### src/rtl/serial_add_pkg.sv
// serial_add_pkg
//   Shared definitions for the bit-serial add controller.
//   - state_t : 2-bit FSM state encoding (IDLE / RUN / DONE)
// Optional feature macro used by serial_add_ctrl: SERIAL_ADD_SUB_EN
package serial_add_pkg;

  typedef enum logic [1:0] {
    ST_IDLE = 2'b00,
    ST_RUN  = 2'b01,
    ST_DONE = 2'b10
  } state_t;

endpackage : serial_add_pkg

### src/rtl/serial_fa_cell.sv
// serial_fa_cell
//   Combinational 1-bit full adder; the single arithmetic cell that the
//   serial controller reuses on every bit.
//   Ports:
//     x, y  in  1  operand bits
//     cin   in  1  carry in
//     s     out 1  sum bit
//     cout  out 1  carry out
module serial_fa_cell (
  input  logic x,
  input  logic y,
  input  logic cin,
  output logic s,
  output logic cout
);

  // Plain sum / majority-carry equations of a full adder.
  always_comb begin
    s    = x ^ y ^ cin;
    cout = (x & y) | (x & cin) | (y & cin);
  end

endmodule : serial_fa_cell

### src/rtl/serial_add_ctrl.sv
// serial_add_ctrl
//   Bit-serial adder: one full-adder cell sequenced over WIDTH cycles,
//   LSB first, wrapped in a start/busy/done handshake.
//   Parameters:
//     WIDTH  operand/result width (2..64)
//   Ports:
//     clk    in  1      rising-edge clock
//     rst    in  1      asynchronous active-high reset
//     start  in  1      request, honoured only in IDLE
//     a, b   in  WIDTH  operands, captured on the accepting edge
//     sub    in  1      subtract select (only with SERIAL_ADD_SUB_EN)
//     busy   out 1      high while the bits are being processed
//     done   out 1      one-cycle completion pulse
//     sum    out WIDTH  registered result, held until the next completion
//     car    out 1      registered carry-out (no-borrow flag when subtracting)
//   Configuration macro: SERIAL_ADD_SUB_EN adds the sub port and a-b mode.
module serial_add_ctrl
  import serial_add_pkg::*;
#(
  parameter int WIDTH = 16
) (
  input  logic             clk,
  input  logic             rst,
  input  logic             start,
  input  logic [WIDTH-1:0] a,
  input  logic [WIDTH-1:0] b,
`ifdef SERIAL_ADD_SUB_EN
  input  logic             sub,
`endif
  output logic             busy,
  output logic             done,
  output logic [WIDTH-1:0] sum,
  output logic             car
);

  localparam int CNT_W = $clog2(WIDTH);
  localparam logic [CNT_W-1:0] LAST_BIT = CNT_W'(WIDTH - 1);

  state_t           state;
  logic [WIDTH-1:0] sa;
  logic [WIDTH-1:0] sb;
  logic [WIDTH-1:0] sr;
  logic [CNT_W-1:0] cnt;
  logic             cy;

  logic             cell_s;
  logic             cell_c;

  logic [WIDTH-1:0] load_b;
  logic             load_cy;

  // The shared cell always sees the current LSBs and the carry flop.
  serial_fa_cell u_cell (
    .x    (sa[0]),
    .y    (sb[0]),
    .cin  (cy),
    .s    (cell_s),
    .cout (cell_c)
  );

  // Operand-B and carry seed chosen at accept time; subtraction is
  // a + ~b + 1, so the inverted operand pairs with a carry seed of 1.
`ifdef SERIAL_ADD_SUB_EN
  always_comb begin
    load_b  = sub ? ~b : b;
    load_cy = sub;
  end
`else
  always_comb begin
    load_b  = b;
    load_cy = 1'b0;
  end
`endif

  // Whole controller: FSM, datapath shift registers and registered outputs.
  // The counter stops at the last bit rather than incrementing so it never
  // wraps; sum/car only load on the RUN->DONE edge.
  always_ff @(posedge clk or posedge rst) begin
    if (rst) begin
      state <= ST_IDLE;
      busy  <= 1'b0;
      done  <= 1'b0;
      sum   <= '0;
      car   <= 1'b0;
      sa    <= '0;
      sb    <= '0;
      sr    <= '0;
      cnt   <= '0;
      cy    <= 1'b0;
    end else begin
      case (state)
        ST_IDLE: begin
          done <= 1'b0;
          if (start) begin
            state <= ST_RUN;
            busy  <= 1'b1;
            sa    <= a;
            sb    <= load_b;
            cy    <= load_cy;
            cnt   <= '0;
          end
        end
        ST_RUN: begin
          sa <= sa >> 1;
          sb <= sb >> 1;
          sr <= {cell_s, sr[WIDTH-1:1]};
          cy <= cell_c;
          if (cnt == LAST_BIT) begin
            state <= ST_DONE;
            busy  <= 1'b0;
            done  <= 1'b1;
            sum   <= {cell_s, sr[WIDTH-1:1]};
            car   <= cell_c;
          end else begin
            cnt <= cnt + 1'b1;
          end
        end
        ST_DONE: begin
          state <= ST_IDLE;
          done  <= 1'b0;
        end
        default: begin
          state <= ST_IDLE;
          busy  <= 1'b0;
          done  <= 1'b0;
        end
      endcase
    end
  end

endmodule : serial_add_ctrl

### config.mk
export PLATFORM = sky130hd
export DESIGN_NAME = serial_add_ctrl
export DESIGN_NICKNAME = d
export VERILOG_FILES = /design/src/rtl/serial_add_pkg.sv /design/src/rtl/serial_fa_cell.sv /design/src/rtl/serial_add_ctrl.sv
export SDC_FILE = /design/constraint.sdc
export NUM_CORES = 1
export LEC_CHECK = 0
export ABC_CLOCK_PERIOD_IN_PS = 7350
export CAP_MARGIN = 20
export CELL_PAD_IN_SITES_DETAIL_PLACEMENT = 1
export CELL_PAD_IN_SITES_GLOBAL_PLACEMENT = 1
export CORE_MARGIN = 4
export CORE_UTILIZATION = 33
export CTS_CLUSTER_DIAMETER = 80
export DETAILED_ROUTE_END_ITERATION = 16
export PLACE_DENSITY_LB_ADDON = 0.1
export SLEW_MARGIN = 40
export SYNTH_ARGS = -nofsm -noshare
export SYNTH_HDL_FRONTEND = slang
export SYNTH_HIERARCHICAL = 1
export SYNTH_SLANG_ARGS = --single-unit
export TNS_END_PERCENT = 1
### constraint.sdc
create_clock -name clk -period 7.35 [get_ports clk]
set_input_delay 1.47 -clock clk [delete_from_list [all_inputs] [get_ports clk]]
set_output_delay 1.47 -clock clk [all_outputs]
set_load 0.01 [all_outputs]
### After elaboration in Yosys (flattened, before gate mapping)

Cells that the tools add are included.

| storage, ports and cells | value |
|---|---|
| output and inout bits | 19 |
| register bits after elaboration | 74 |
| input bits | 35 |

| operators by class | value |
|---|---|
| muxes and demuxes | 17 |
| bitwise logic cells | 8 |
| eq/ne operators | 6 |
| reductions and logical operators | 7 |
| $add $sub $neg | 1 |

Operators with widths:

| kind | number |
|---|---|
| 16-bit one-hot mux with 2 select lines | 2 |
| 16-bit two-way mux | 2 |
| 4-bit two-way mux | 2 |
| 4-bit one-hot mux with 2 select lines | 1 |
| 2-bit inequality test, second input constant | 3 |
| 2-bit AND reduction | 3 |
| 3-bit AND reduction | 2 |
| 1-bit two-way mux | 5 |
| 4-bit by 1-bit adder with 4-bit output, second input constant | 1 |
| 4-bit equality test, second input constant | 1 |
| 2-bit two-way mux | 2 |
| 2-bit one-hot mux with 2 select lines | 1 |
| 1-bit bitwise AND | 3 |
| 1-bit one-hot mux with 3 select lines | 1 |
| 2-bit by 1-bit equality test with 1-bit output, second input constant | 1 |
| 2-bit equality test, second input constant | 1 |
| 2-bit zero test | 1 |
| 1-bit OR | 2 |
| 1-bit one-hot mux with 2 select lines | 1 |
| 2-bit nonzero test | 1 |
| 1-bit bitwise XOR | 2 |
| 1-bit NOT | 1 |

### Depth between registers and ports, before layout

| logic depth | value |
|---|---|
| depth in word-level cells | 4 |
| gate-level depth with buffers | 7 |
| mapped depth without buffers | 4 |

### Modules after synthesis

The synthesis kept the hierarchy.

By module, submodules not included:

| module | times used | cells each | area an instance (sq um) |
|---|---|---|---|
| serial_add_ctrl | 1 | 284 | 3131.8 |
| serial_fa_cell | 1 | 1 | 20.0 |

### Worst setup path after synthesis

Ideal clock, no wire load.

| timing path | value |
|---|---|
| path type | input-to-reg |
| start point | input start |
| end point | register sb[0] |
| stages | 5 |
| data arrival time | 2187 ps |
| setup time | 83 ps |
| data required time | 7267 ps |
| setup slack | 5081 ps |
| path through | o21bai_1 -> buf_2 -> clkbuf_1 -> nand2_1 -> o21ai_0 |

| on the way | value |
|---|---|
| longest elaborated chain between the ends | 2 |

RTL lines:

| item | line | text |
|---|---|---|
| start, declared | serial_add_ctrl.sv:24 | `input logic start,` |
| 2-bit inequality test (no source line) | - |  |
| 2-bit AND reduction (no source line) | - |  |
| end signal, assigned | serial_add_ctrl.sv:98 | `sb <= load_b;` |
| end signal, assigned | serial_add_ctrl.sv:105 | `sb <= sb >> 1;` |
| end, declared | serial_add_ctrl.sv:41 | `logic [WIDTH-1:0] sb;` |

Every way passes these cells.
A chain may end at the register's enable or synchronous reset.

### Worst setup path in the final report

| timing path | value |
|---|---|
| start point | register busy |
| end point | output busy |

RTL lines:

| item | line | text |
|---|---|---|
| start, declared | serial_add_ctrl.sv:30 | `output logic busy,` |
| start signal, assigned | serial_add_ctrl.sv:81 | `busy <= 1'b0;` |
| start signal, assigned | serial_add_ctrl.sv:96 | `busy <= 1'b1;` |
| start signal, assigned | serial_add_ctrl.sv:110 | `busy <= 1'b0;` |

No word-level cell between the ends.

==> flow_metrics.py <==
metrics = {
    "status": {
        "status": "finished clean",
    },
    "drt": {
        "remaining_drc_errors": 0,
        "vias_per_cell": 4.59,
        "drt_wl_total_um": 6400,
        "drt_iter0_markers": 80,
        "firstDrtPassIters": 3,
        "wire_per_inst_um": 13.7,
        "vias": 2147,
        "drtAntennaViolNets": 0,
    },
    "timing": {
        "hold_viol": 0,
        "finClkSkew_ns": 0.00596,
        "period_minus_slack_ns": 2.73,
        "fin_setup_tns_ns": 0,
        "fmax_mhz": 367,
        "layout_setup_ws_ns": 4.62,
        "slew_violations": 0,
        "slew_headroom": 0.562,
        "worst_pin_slew_ns": 0.657,
        "rsz0062_at_grt": "false",
        "final-setup-viol-count": 0,
        "period_share": 0.371,
    },
    "logic_synthesis": {
        "yosysUniqueCellTypes": 30,
        "syn_area_um2": 3150,
        "synth.largest_area_cell": "dfrtp_1",
        "synth_seq_area_share": 0.580,
        "synth_compound_area_frac": 0.0798,
        "synthArstFlopShare": 1.00,
        "muxShareOfSynthArea": 0.170,
        "synth.avg_cell_area_um2": 11.1,
        "synth-simple-area-share": 0.119,
        "synth_top_family_by_area": "multiplexers",
        "synth-edff-count": 0,
        "synth_xor_area_frac": 0,
        "synth_area_leaders": "dfrtp_1 58%, mux2i_1 9.8%, nand2_1 9.5%, o21ai_0 5.4%, mux2_4 4.3%",
        "synth_seq_cells": 73,
        "synth_top_area_frac": 0.580,
        "yosys_warnings": 6,
        "ys.flop_type": "dfrtp_1",
        "syn_nets": 322,
        "synthCells": 285,
        "synth_fa_ha_area_frac": 0.0103,
    },
    "floorplan": {
        "core_um2": 9280,
        "io_pins": 54,
        "rows": 35,
        "initial_utilization": 0.339,
        "die_area_um2": 11200,
        "die_w_um": 106,
        "die_y_um": 106,
    },
    "layout": {
        "n_fill_cell": 1040,
        "antenna_cells": 0,
        "layout-drive-gt1-share": 0.118,
        "nets": 371,
        "multi_input_area_um2": 1220,
        "areaGrowthSynthToFinish_pct": 27.2,
        "seqCellArea_um2": 1830,
    },
    "pwr": {
        "vdd_ir_drop_max_v": 0.0000964,
        "power_density_nw_per_um2": 394,
        "leakagePower_nw": 1.85,
    },
    "clocking": {
        "clk_pin_slew_ns": 0.07,
        "cts_root_buffer": "clkbuf_8",
        "cts.path.max_buffers": 2,
        "numCtsBuffers": 9,
        "hold_buffers": 0,
        "post_cts_resized": 0,
        "cts_tree": "done",
        "postCtsSetupRepairBufs": 0,
        "clk_latency_ns": 0.33,
        "h-tree-depth": 3,
        "cts_num_sinks": 73,
    },
    "worst_setup_path": {
        "end_kind": "output pin",
        "slowest_delay_ns": 0.55,
        "cp_cell_sequence": "clkdlybuf4s50_1",
        "cp_top_family": "buffers and inverters",
        "cpMaxStageDelayCell": "clkdlybuf4s50_1",
        "start_kind": "flip-flop",
        "path_buf_inv": 1,
        "rrSetupSlack_ns": 5.30,
        "crit_path_max_fanout": 3,
        "critPathKind": "flip-flop to output pin",
        "required_ns": 5.88,
        "arrival_ns": 1.26,
    },
    "placement": {
        "port_buffers": 53,
        "pre_cts_slack_ns": 4.36,
        "gp_congestion": 0.700,
        "hpwl_um": 4300,
    },
    "global_routing": {
        "grt_pass1_wl_um": 10800,
        "grt_use_total": 0.122,
        "grt_max_degree": 74,
        "grt_remaining_overflow": 0,
        "antenna_found_initial": 0,
        "grt_pass1_vias": 2148,
    },
    "run": {
        "maxCapViolCount": 0,
    },
    "min_path": {
        "hp-class": "flip-flop to flip-flop",
    },
}
-- per-layer routing --
| layer | routed length [µm] | vias up | part of all wire | global-route usage |
|---|---|---|---|---|
| met3 | 220 | 8 | 0.034 | 0.0282 |
| met4 | 90 | 0 | 0.014 | 0.0527 |
| met1 | 2990 | 1054 | 0.47 | 0.159 |
| met2 | 3100 | 36 | 0.48 | 0.194 |
| met5 | 0 | - | 0 | 0 |
| li1 | - | 1049 | - | - |
-- cell usage after synthesis (all sizes together) (2+ instances only) --
cell	n
o21ai	34
nand2	80
nor2	3
mux2i	31
a21oi	5
inv	4
mux2	17
clkbuf	6
nand2b	2
buf	13
nor2b	3
dfrtp	73
-- cells by family (layout without fill, tap and decap cells) --
| family | count (synthesis) | count (layout) |
|---|---|---|
| muxes | 48 | 48 |
| and+or+nand+nor | 93 | 93 |
| AOI/OAI and AO/OA | 46 | 46 |
| DFF | 73 | 73 |
| adders and majority gates | 2 | 2 |
| buffers and inverters | 23 | 77 |
-- through the flow --
| stage | cell area [µm²] | hold WS, ns | util | instances | power, mW |
|---|---|---|---|---|---|
| after floorplan | 3150 | 0.440 | - | 285 | 1.07 |
| after global placement | 3760 | 0.461 | 0.405 | 450 | 1.24 |
| after detailed placement | 3800 | 0.470 | 0.410 | 452 | 1.28 |
| after CTS | 4010 | 0.487 | 0.432 | 468 | 1.61 |
| after global routing | 4010 | 0.511 | 0.432 | 468 | 1.71 |
| final | 4010 | 0.484 | 0.432 | 468 | 1.58 |
-- area by class of cell --
cell class	instances	share of cell area
Inverter	4	0.00374
Clock inverter	2	0.00874
Tap cell	129	0.0402
Multi-Input combinational cell	189	0.304
Sequential cell	73	0.456
Timing Repair Buffer	57	0.144
Clock buffer	14	0.0431
-- flip-flops by register name, indices dropped and copies added (netlist names) --
register and cells:
busy 1, car 1, cnt 4, cy 1, done 1, sa 16, sb 16, sr 15
state 2, sum 16
-- final timing paths --
kind | startpoint | end | cells after the start
setup / recovery | busy$_DFFE_PP0P_ | busy | 1
setup reg to reg | state[0]$_DFFE_PP0P_ | sum[5]$_DFFE_PP0P_ | 4
hold / removal | sb[4]$_DFFE_PP0P_ | sb[4]$_DFFE_PP0P_ | 2
hold reg to reg | sb[4]$_DFFE_PP0P_ | sb[4]$_DFFE_PP0P_ | 2
max in group asynchronous | rst | sa[4]$_DFFE_PP0P_ | 3
min in group asynchronous | rst | sb[14]$_DFFE_PP0P_ | 3
-- power by group --
part / internal (mW) / switching [mW] / total (mW) / leakage (nW)
clock network: 0.185 / 0.142 / 0.326 / 0.107
logic: 0.298 / 0.260 / 0.558 / 0.819
registers: 0.579 / 0.117 / 0.697 / 0.921
-- cells in the final DEF, fill, tap and decap left out, types with 2 or more instances in the layout --
cell / n
nand2_1: 80
dfrtp_1: 73
clkdlybuf4s50_1: 53
o21ai_0: 34
mux2i_1: 31
clkbuf_8: 12
mux2_4: 9
mux2_2: 8
a21oi_1: 5
inv_1: 3
nor2_1: 3
nor2b_1: 2
clkbuf_1: 2
buf_8: 2
No activity file was read; power rests on OpenSTA's default activity.
